**src/rtl/hht_pkg.sv**
```systemverilog
// hht_pkg: FSM state type, parameter defaults and unmapped-memory sentinel for hht_fetch_sched
package hht_pkg;
    typedef enum logic [1:0] {IDLE, LOAD_V, STREAM, FIN} state_e;
    localparam int V_SIZE_DEF = 9;
    localparam int DW_DEF = 32;
    localparam int AW_DEF = 32;
    localparam logic [31:0] SENTINEL = 32'd99999;
endpackage

```
**src/rtl/hht_out_reg.sv**
```systemverilog
// hht_out_reg: one-entry valid/ready holding register; an empty register passes the incoming word straight through
module hht_out_reg #(
    parameter int DW = 32
) (
    input  logic          clk_i,
    input  logic          rst_ni,
    input  logic          in_valid_i,
    input  logic [DW-1:0] in_data_i,
    output logic          in_ready_o,
    output logic          out_valid_o,
    output logic [DW-1:0] out_data_o,
    input  logic          out_ready_i
);
    logic          full_q, full_d, load;
    logic [DW-1:0] data_q;
    // capture when a stalled pass-through must be held, or when the held word leaves as a new one arrives
    always_comb begin
        load = in_valid_i && (full_q == out_ready_i);
        full_d = load || (full_q && !out_ready_i);
        in_ready_o = !full_q || out_ready_i;
        out_valid_o = full_q || in_valid_i;
        out_data_o = full_q ? data_q : in_valid_i ? in_data_i : '0;
    end
    always_ff @(posedge clk_i or negedge rst_ni) begin
        if (!rst_ni) begin
            full_q <= 1'b0;
            data_q <= '0;
        end else begin
            full_q <= full_d;
            if (load) data_q <= in_data_i;
        end
    end
endmodule

```
**src/rtl/hht_fetch_sched.sv**
```systemverilog
// hht_fetch_sched: loads V_SIZE v-values then streams csize column words over one shared memory read port.
// Define HHT_FETCH_CHECK_EN to flag reads returning the unmapped-memory sentinel on err_o.
module hht_fetch_sched
    import hht_pkg::*;
#(
    parameter int V_SIZE = V_SIZE_DEF,
    parameter int DW = DW_DEF,
    parameter int AW = AW_DEF
) (
    input  logic                 clk_i,
    input  logic                 rst_ni,
    input  logic                 start_i,
    input  logic [AW-1:0]        v_values_base_i,
    input  logic [AW-1:0]        wdata_col_base_i,
    input  logic [31:0]          csize_i,
    output logic [AW-1:0]        mem_addr_o,
    output logic                 mem_rd_o,
    input  logic [DW-1:0]        mem_data_i,
    output logic [V_SIZE*DW-1:0] vval_o,
    output logic [DW-1:0]        col_data_o,
    output logic                 col_valid_o,
    input  logic                 col_ready_i,
    output logic                 busy_o,
    output logic                 done_o,
    output logic                 err_o
);
    state_e               state_q, state_d;
    logic [AW-1:0]        vbase_q, cbase_q;
    logic [31:0]          csize_q, k_q, k_d, j_q, j_d, acc_q, acc_d;
    logic [V_SIZE*DW-1:0] vval_q, vval_d;
    logic                 go, load_rd, issue, rd_ready, fire;

    assign load_rd = state_q == LOAD_V;
    assign issue = state_q == STREAM && j_q != csize_q && rd_ready;
    assign fire = col_valid_o && col_ready_i;
    assign mem_rd_o = load_rd || issue;
    assign mem_addr_o = load_rd ? vbase_q + AW'(k_q) : issue ? cbase_q + AW'(j_q) : '0;
    assign busy_o = state_q != IDLE;
    assign done_o = state_q == FIN;
    assign vval_o = vval_q;

    hht_out_reg #(.DW(DW)) u_out (
        .clk_i       (clk_i),
        .rst_ni      (rst_ni),
        .in_valid_i  (issue),
        .in_data_i   (mem_data_i),
        .in_ready_o  (rd_ready),
        .out_valid_o (col_valid_o),
        .out_data_o  (col_data_o),
        .out_ready_i (col_ready_i)
    );

    always_comb begin
        state_d = state_q;
        k_d = k_q;
        j_d = j_q;
        acc_d = acc_q;
        vval_d = vval_q;
        go = 1'b0;
        case (state_q)
            IDLE: if (start_i) begin
                go = 1'b1;
                state_d = LOAD_V;
                k_d = '0;
                j_d = '0;
                acc_d = '0;
            end
            LOAD_V: begin
                for (int i = 0; i < V_SIZE; i++) if (k_q == 32'(i)) vval_d[i*DW +: DW] = mem_data_i;
                k_d = k_q + 32'd1;
                if (k_q == 32'(V_SIZE - 1)) state_d = csize_q == '0 ? FIN : STREAM;
            end
            STREAM: begin
                if (issue) j_d = j_q + 32'd1;
                if (fire) acc_d = acc_q + 32'd1;
                if (fire && acc_q == csize_q - 32'd1) state_d = FIN;
            end
            default: state_d = IDLE;
        endcase
    end

    always_ff @(posedge clk_i or negedge rst_ni) begin
        if (!rst_ni) begin
            state_q <= IDLE;
            vbase_q <= '0;
            cbase_q <= '0;
            csize_q <= '0;
            k_q <= '0;
            j_q <= '0;
            acc_q <= '0;
            vval_q <= '0;
        end else begin
            state_q <= state_d;
            k_q <= k_d;
            j_q <= j_d;
            acc_q <= acc_d;
            vval_q <= vval_d;
            if (go) begin
                vbase_q <= v_values_base_i;
                cbase_q <= wdata_col_base_i;
                csize_q <= csize_i;
            end
        end
    end

`ifdef HHT_FETCH_CHECK_EN
    logic err_q, hit;
    assign hit = mem_rd_o && mem_data_i == DW'(SENTINEL);
    assign err_o = err_q || hit;
    always_ff @(posedge clk_i or negedge rst_ni) begin
        if (!rst_ni) err_q <= 1'b0;
        else if (go) err_q <= 1'b0;
        else if (hit) err_q <= 1'b1;
    end
`else
    assign err_o = 1'b0;
`endif
endmodule

```
**config.mk**
```make
export PLATFORM = sky130hd
export DESIGN_NAME = hht_fetch_sched
export DESIGN_NICKNAME = d
export VERILOG_FILES = /design/src/rtl/hht_pkg.sv /design/src/rtl/hht_out_reg.sv /design/src/rtl/hht_fetch_sched.sv
export SDC_FILE = /design/constraint.sdc
export NUM_CORES = 1
export LEC_CHECK = 0
export CAP_MARGIN = 20
export CORE_MARGIN = 2
export CORE_UTILIZATION = 48
export DETAILED_ROUTE_END_ITERATION = 8
export GPL_TIMING_DRIVEN = 1
export PLACE_DENSITY = 0.82
export SYNTH_ARGS = -nofsm -noshare
export SYNTH_HDL_FRONTEND = slang
export SYNTH_SLANG_ARGS = --single-unit
```
**constraint.sdc**
```tcl
create_clock -name clk_i -period 2.83 [get_ports clk_i]
set_input_delay 0.283 -clock clk_i [delete_from_list [all_inputs] [get_ports clk_i]]
set_output_delay 0.283 -clock clk_i [all_outputs]
set_load 0.005 [all_outputs]
```
==> load_flow_metrics.sql, run 1 <==
INSERT INTO impl_metrics (metric_group, metric, value, unit) VALUES
('status', 'run_status', 'finished with violations', ''),
('status', 'violations', 'setup timing', ''),
('floorplan', 'ioPinCount', '489', ''),
('worst_setup_path', 'worstPathRequired', '2.55', 'ns'),
('grt', 'grt_start_max_net_pins', '67', ''),
('grt', 'grt_pass1_wl', '143', 'mm'),
('placed_design', 'dpl.cell_count', '3778', ''),
('drt', 'post-route-drc-count', '0', ''),
('worst_setup_path', 'critPathSlowestCell', 'sky130_fd_sc_hd__clkdlybuf4s50_1', ''),
('drt', 'ant_nets', '0', ''),
('drt', 'route.vias.total', '23222', ''),
('placed_design', 'gpl.final_weighted_congestion', '0.953', ''),
('synth', 'ys_seq_area_share', '49.6', '%'),
('timing', 'timing.final.ws_setup', '-0.923', 'ns'),
('synth', 'synth_cells', '2326', ''),
('worst_setup_path', 'setup_slack_reg_to_reg', '-0.52', 'ns'),
('worst_setup_path', 'arrival', '3.47', 'ns'),
('final_layout', 'final_layout_size_suffix_gt1_share', '39.7', '%'),
('synth', 'synth_nets', '2535', ''),
('grt', 'antenna_violations_before_repair', '3', ''),
('min_path', 'hold_path_class', 'in -> async', ''),
('cts', 'worst_setup_hold_path_clk_slew', '0.06', 'ns'),
('final_layout', 'final_common_cell', 'sky130_fd_sc_hd__dfrtp_1', ''),
('timing', 'timing.final.max_slew_violations', '0', ''),
('cts', 'clock_tree.htree_level_count', '2', ''),
('floorplan', 'die_h', '237', 'um'),
('power', 'peakVddDrop', '927', 'uV'),
('floorplan', 'design.core.area', '53700', 'um2'),
('synth', 'synth.ff_latch_count', '515', ''),
('timing', 'worst_slew_pin_slew', '1.04', 'ns'),
('worst_setup_path', 'crit_chain', 'ha_1, nand3_1, a21oi_4, a2111oi_4, buf_4, nor2_2, buf_4, xnor2_1, o22ai_1, clkdlybuf4s50_1', ''),
('final_layout', 'area.growth.synth_to_final', '48.6', '%'),
('grt', 'first_global_vias', '24530', ''),
('synth', 'cell_area_after_synthesis', '26000', 'um2'),
('worst_setup_path', 'critical_path.max_stage_delay', '0.57', 'ns'),
('placed_design', 'place_hpwl', '65.1', 'mm'),
('cts', 'clkSinkCount', '515', ''),
('drt', 'wire_per_inst', '24.8', 'um'),
('final_layout', 'final_cell_count_without_fillers', '3945', ''),
('cts', 'cts_root_buffer', 'sky130_fd_sc_hd__clkbuf_16', ''),
('power', 'power.leakage', '17.0', 'nW'),
('placed_design', 'port_buffers', '487', ''),
('timing', 'report.final.setup_viol', '82', ''),
('cts', 'tritoncts', 'done', ''),
('timing', 'final.min_clock_period', '3.75', 'ns'),
('timing', 'min_period_over_period', '133', '%'),
('timing', 'max_clock_freq', '266', 'MHz'),
('drt', 'first_pass_iters', '5', ''),
('synth', 'synth_edf_count', '0', ''),
('floorplan', 'initial_core_util', '48.4', '%'),
('floorplan', 'die_w', '237', 'um'),
('synth', 'count_of_unique_library_cells_instantiated_by_yosys', '68', ''),
('cts', 'clkLatencyLatePin', '0.65', 'ns'),
('final_layout', 'finish.instance_area', '38600', 'um2'),
('cts', 'cts-root-to-sink-buffers', '3', ''),
('grt', 'global_route.usage.total', '33.1', '%'),
('timing', 'remaining_max_slew_budget_at_the_tightest_pin', '30.7', '%'),
('timing', 'finalHoldViolCount', '0', ''),
('synth', 'async_reset_ff_share', '100', '%'),
('synth', 'yosys_warnings', '0', ''),
('run', 'maxCapViolations', '0', ''),
('final_layout', 'design.final.nets', '3414', ''),
('worst_setup_path', 'critical_path.max_fanout', '3', ''),
('grt', 'remaining_global_route_overflow', '0', ''),
('synth', 'synthesis.area_per_instance', '11.2', 'um2'),
('drt', 'route.final.wire_length', '97.7', 'mm'),
('worst_setup_path', 'worstSetupPathType', 'reg -> out', ''),
('synth', 'postSynth.topFlopCell', 'sky130_fd_sc_hd__dfrtp_1', ''),
('worst_setup_path', 'rr_startpoint', 'csize_q[3]$_DFFE_PN0P_', ''),
('floorplan', 'num_rows', '85', ''),
('drt', 'drt_first_iter_violations', '1927', '');
==> cell families after synthesis <==
logic type	share of synthesized area (%)
fa+ha+maj	3.77
buf+inv	2.70
simple gates	11.3
other cells	0.0144
flops	49.6
mux	18.5
xor+xnor	6.14
compound gates	7.92
==> where the power goes <==
group	switching, mW	leakage [nW]	total (mW)	internal [mW]
registers	2.03	6.30	12.1	10.1
logic	8.82	9.76	19.3	10.5
clock network	3.21	0.913	7.50	4.29
total	14.1	17.0	38.9	24.9
==> flip-flops by register name, indices dropped and copies added, names as in the netlist <==
signal	flops
u_out.data_q	32
k_q	32
acc_q	32
u_out.full_q	1
csize_q	32
cbase_q	32
j_q	32
state_q	2
vval_o	288
vbase_q	32
==> metrics by stage <==
stage | utilization [%] | hold WS (ns) | setup TNS, ns
floorplan | - | -0.0126 | -0.342
global placement | 64.5 | 0.296 | -20.89
detailed placement | 64.5 | 0.310 | -26.61
CTS | 69.8 | 0.250 | -32.04
global route | 71.9 | 0.274 | -41.26
finish | 71.9 | 0.259 | -33.78
==> repair_timing <==
item | in CTS | in global routing
endpoints found under the setup margin | 105 | 138
buffers inserted | 38 | 37
pin swaps | 101 | 111
resized for setup | 484 | 223
hold endpoints to repair | 49 | 0
gates cloned | 4 | 5
hold buffers | 1 | 0
==> worst max-delay path: cells and delay by family (launching register included) <==
family,cells,cell delay (ns)
buffers and inverters,3,0.89
AOI/OAI and AO/OA,3,0.87
DFF,1,0.40
adders and majority gates,1,0.32
and+or+nand+nor,2,0.26
xor gates and xnor gates,1,0.13
==> layer usage <==
metal | GRT usage (%) | part of all wire (%)
met2 | 58.0 | 50
met4 | 15.5 | 5.9
met1 | 37.8 | 36
met5 | 0 | 0.028
met3 | 8.43 | 8.1
==> worst max path at each step <==
stage | start | end | slack, ns | depth (start not counted)
CTS | vbase_q[0]$_DFFE_PN0P_ | mem_addr_o[30] | -0.83 | 13
global placement | k_q[6]$_DFFE_PN0P_ | mem_addr_o[31] | -0.91 | 12
global route | vbase_q[0]$_DFFE_PN0P_ | mem_addr_o[30] | -1.02 | 13
finish | j_q[4]$_DFFE_PN0P_ | mem_addr_o[13] | -0.92 | 10
floorplan | csize_q[6]$_DFFE_PN0P_ | state_q[0]$_DFFE_PN0P_ | -0.12 | 10
detailed placement | k_q[7]$_DFFE_PN0P_ | mem_addr_o[31] | -0.86 | 12
==> cell usage after synthesis (all sizes together) (4+ instances only) <==
master   number  area, um2
a2111oi       4       35.0
a211oi       21        158
a21o         21        158
a21oi        80        400
a31oi        11       68.8
and3         14       87.6
and4          8       70.1
buf          19       93.8
clkbuf      119        447
dfrtp       515      12900
ha           75        938
inv          42        158
mux2        420       4730
mux2i         8       80.1
nand2       189        709
nand2b       11       68.8
nand3        71        355
nand4        35        219
nand4b        4       35.0
nor2        142        533
nor2b         8       50.1
nor3         36        185
nor3b         5       37.5
nor4         37        259
o211ai        4       30.0
o21a          8       60.1
o21ai       106        531
o21bai       10       75.1
o22ai        18        113
o31a          4       35.0
o31ai        15        113
o41ai         4       35.0
or3          28        175
or4           7       60.1
xnor2       111        972
xor2         71        622
==> cell type report <==
class | count | area, um2 | share of cell area, %
clock buffers | 80 | 1590 | 4.13
inverters | 43 | 163 | 0.421
diodes | 2 | 5.00 | 0.0130
multi-input cells | 1631 | 14100 | 36.4
well taps | 696 | 871 | 2.26
clock inverters | 20 | 265 | 0.687
flip-flops and latches | 515 | 12900 | 33.4
repair buffers | 958 | 8740 | 22.6
(Power assumes the default switching activity.)
==> run 2, diff against run 1 <==
--- a/config.mk
+++ b/config.mk
@@ -5,11 +5,11 @@
 export SDC_FILE = /design/constraint.sdc
 export NUM_CORES = 1
 export LEC_CHECK = 0
-export CAP_MARGIN = 20
-export CORE_MARGIN = 2
+export CAP_MARGIN = 15
+export CORE_MARGIN = 5
 export CORE_UTILIZATION = 48
 export DETAILED_ROUTE_END_ITERATION = 8
-export GPL_TIMING_DRIVEN = 1
+export GPL_TIMING_DRIVEN = 0
 export PLACE_DENSITY = 0.82
 export SYNTH_ARGS = -nofsm -noshare
 export SYNTH_HDL_FRONTEND = slang
==> run 2 against run 1 <==
Compared with the run above:
- the run still ends with setup timing left
- clock skew is 0.0015 ns higher
- first-iteration DRC count is 4.4% lower
- worst setup slack worse by 0.14 ns
- global-route usage is 3.6 points lower
- final cell count is 5.5% lower
- maximum frequency is 3.5% lower
- core utilization is 3.1 points lower
- power is 2.9% lower
- sequential power hardly changed
- critical path type unchanged
- highest routed layer unchanged
==> load_flow_metrics.sql, run 2 (synthesis results as in run 1) <==
INSERT INTO impl_metrics (metric_group, metric, value, unit) VALUES
('worst_setup_path', 'critical_path.most_common_cell', 'sky130_fd_sc_hd__o31ai_4', ''),
('final_layout', 'final_layout_size_suffix_gt1_share', '35.0', '%'),
('drt', 'route.final.wire_length', '92.3', 'mm'),
('drt', 'ant_nets', '0', ''),
('grt', 'remaining_global_route_overflow', '0', ''),
('floorplan', 'initial_core_util', '48.4', '%'),
('timing', 'max_clock_freq', '257', 'MHz'),
('drt', 'route.detailed.vias_per_inst', '5.94', ''),
('worst_setup_path', 'worstSetupEndpointType', 'output port', ''),
('placed_design', 'port_buffers', '487', ''),
('grt', 'grt_start_max_net_pins', '130', ''),
('placed_design', 'dpl.cell_count', '3513', ''),
('power', 'p_clk_share', '19.6', '%'),
('cts', 'clkSinkCount', '515', ''),
('worst_setup_path', 'arrival', '3.61', 'ns'),
('drt', 'wire_per_inst', '24.8', 'um'),
('timing', 'worst_slew_pin_slew', '0.979', 'ns'),
('status', 'violations', 'setup timing', ''),
('power', 'peakVddDrop', '808', 'uV'),
('grt', 'grt_pass1_wl', '137', 'mm'),
('timing', 'final.setup_skew', '0.0514', 'ns'),
('placed_design', 'place_hpwl', '63.1', 'mm'),
('timing', 'timing.final.max_slew_violations', '0', ''),
('timing', 'remaining_max_slew_budget_at_the_tightest_pin', '34.7', '%'),
('power', 'intPower', '24.0', 'mW'),
('drt', 'post-route-drc-count', '0', ''),
('final_layout', 'largest_reg_flops', '288', ''),
('worst_setup_path', 'start_kind', 'register', ''),
('final_layout', 'design.final.nets', '3195', ''),
('worst_setup_path', 'worstSetupPathType', 'reg -> out', ''),
('floorplan', 'ioPinCount', '489', ''),
('cts', 'cts-root-to-sink-buffers', '3', ''),
('cts', 'clock_tree.htree_level_count', '2', ''),
('grt', 'global_route.usage.total', '29.5', '%'),
('floorplan', 'num_rows', '85', ''),
('floorplan', 'die_w', '243', 'um'),
('final_layout', 'area.growth.synth_to_final', '42.1', '%'),
('grt', 'antenna_violations_before_repair', '5', ''),
('worst_setup_path', 'path_buf_inv', '4', ''),
('worst_setup_path', 'timing.critical_path.max_delay_family', 'compound AO/OA/AOI/OAI gates', ''),
('min_path', 'hold_path_class', 'in -> async', ''),
('timing', 'report.final.setup_viol', '69', ''),
('cts', 'tritoncts', 'done', ''),
('worst_setup_path', 'critPathSlowestCell', 'sky130_fd_sc_hd__fa_2', ''),
('power', 'power.density', '1020', 'nW/um2'),
('power', 'power.switching_fraction', '36.5', '%'),
('run', 'maxCapViolations', '0', ''),
('drt', 'route.vias.total', '22124', ''),
('final_layout', 'multi_input_area', '14400', 'um2'),
('drt', 'drt_first_iter_violations', '1843', ''),
('worst_setup_path', 'worstPathRequired', '2.55', 'ns'),
('grt', 'first_global_vias', '23062', ''),
('timing', 'finalHoldViolCount', '0', ''),
('timing', 'final.min_clock_period', '3.89', 'ns'),
('timing', 'rsz_0062_raised_after_global_routing', 'yes', ''),
('power', 'pwr-share-comb', '47.9', '%'),
('cts', 'cts_root_buffer', 'sky130_fd_sc_hd__clkbuf_16', ''),
('power', 'power.leakage', '15.6', 'nW'),
('final_layout', 'fill_cells', '3578', ''),
('cts', 'worst_setup_hold_path_clk_slew', '0.06', 'ns'),
('power', 'power_frac_seq', '32.5', '%'),
('timing', 'timing.final.ws_setup', '-1.06', 'ns'),
('final_layout', 'final_cell_count_without_fillers', '3727', ''),
('timing', 'timing.setup.tns', '-37.03', 'ns'),
('cts', 'clkLatencyLatePin', '0.64', 'ns'),
('floorplan', 'design.core.area', '53700', 'um2'),
('status', 'run_status', 'finished with violations', ''),
('final_layout', 'layout_common_cells', '486 x sky130_fd_sc_hd__dfrtp_1, 420 x sky130_fd_sc_hd__clkdlybuf4s50_1, 406 x sky130_fd_sc_hd__mux2_2', ''),
('worst_setup_path', 'critical_path.max_fanout', '3', ''),
('final_layout', 'final_common_cell', 'sky130_fd_sc_hd__dfrtp_1', ''),
('floorplan', 'floorplan.die_area', '58900', 'um2'),
('cts', 'numCtsBuffers', '55', ''),
('floorplan', 'die_h', '243', 'um'),
('worst_setup_path', 'crit_chain', 'ha_4, inv_4, fa_2, nor2b_4, o31ai_4, a211oi_4, buf_4, nor2_4, o21ai_4, buf_6, a31o_4, xor2_1, nand2_1, o31ai_4, buf_2', ''),
('worst_setup_path', 'critical_path.max_stage_delay', '0.41', 'ns'),
('drt', 'first_pass_iters', '6', ''),
('timing', 'min_period_over_period', '137', '%'),
('power', 'netsw', '13.8', 'mW'),
('final_layout', 'seq_area', '12900', 'um2'),
('placed_design', 'gpl.final_weighted_congestion', '0.951', '');
## run 2: path summary, 6_finish.rpt
kind	start	endpoint	slack, ns	depth (start not counted)
setup / recovery	vbase_q[0]$_DFFE_PN0P_	mem_addr_o[14]	-1.06	15
hold / removal	rst_ni	vbase_q[28]$_DFFE_PN0P_	0.16	2
setup reg to reg	csize_q[3]$_DFFE_PN0P_	state_q[1]$_DFFE_PN0P_	-0.55	10
hold reg to reg	vval_o[0]$_DFFE_PN0P_	vval_o[0]$_DFFE_PN0P_	0.50	1
max in group asynchronous	rst_ni	vval_o[0]$_DFFE_PN0P_	1.15	4
min in group clk_i	csize_i[1]	csize_q[1]$_DFFE_PN0P_	0.26	2
## run 2: power groups by stage
stage / Clock (mW) / Sequential (mW) / Combinational (mW)
after global placement: 0 / 11.9 / 14.7
after floorplan: 0 / 11.6 / 7.27
after global routing: 7.79 / 12.6 / 19.2
after detailed placement: 0 / 12.0 / 15.0
final: 7.40 / 12.3 / 18.1
after CTS: 7.50 / 12.2 / 16.6
## run 2: final cells by class
cell class	count	share of cell area (%)
clock inverter	20	0.613
clock buffer	81	4.43
buffer	123	1.96
inverter	43	0.468
antenna	1	0.00678
timing repair buffer	617	16.1
multi-input combinational	1631	39.0
tap	696	2.36
sequential	515	35.0
## run 2: through the flow
stage	utilization [%]	setup WS [ns]	instance area (um2)	power, mW	hold slack [ns]
global route	68.8	-1.17	36900	39.5	0.199
finish	68.8	-1.06	36900	37.8	0.159
global placement	59.3	-20.59	31800	26.6	0.488
CTS	66.4	-0.969	35700	36.3	0.143
detailed placement	59.5	-1.11	31900	27.0	0.204
floorplan	-	-0.124	26100	18.9	-0.0126
## run 2: repair_timing
action / 4_1_cts / 5_1_grt
endpoints found under the hold margin: 44 / 0
gates resized for setup: 636 / 265
gates cloned: 4 / 4
pin swaps: 113 / 86
hold buffers: 1 / 0
buffers inserted: 89 / 42
setup endpoints to repair: 499 / 453
## run 2: metal layers
metal	track usage (%)	wire [um]	vias to the layer above
li1	-	-	9614
met1	34.2	33100	11036
met2	50.4	45500	1158
met3	10.1	9300	310
met4	11.7	4330	6
met5	0	28	-
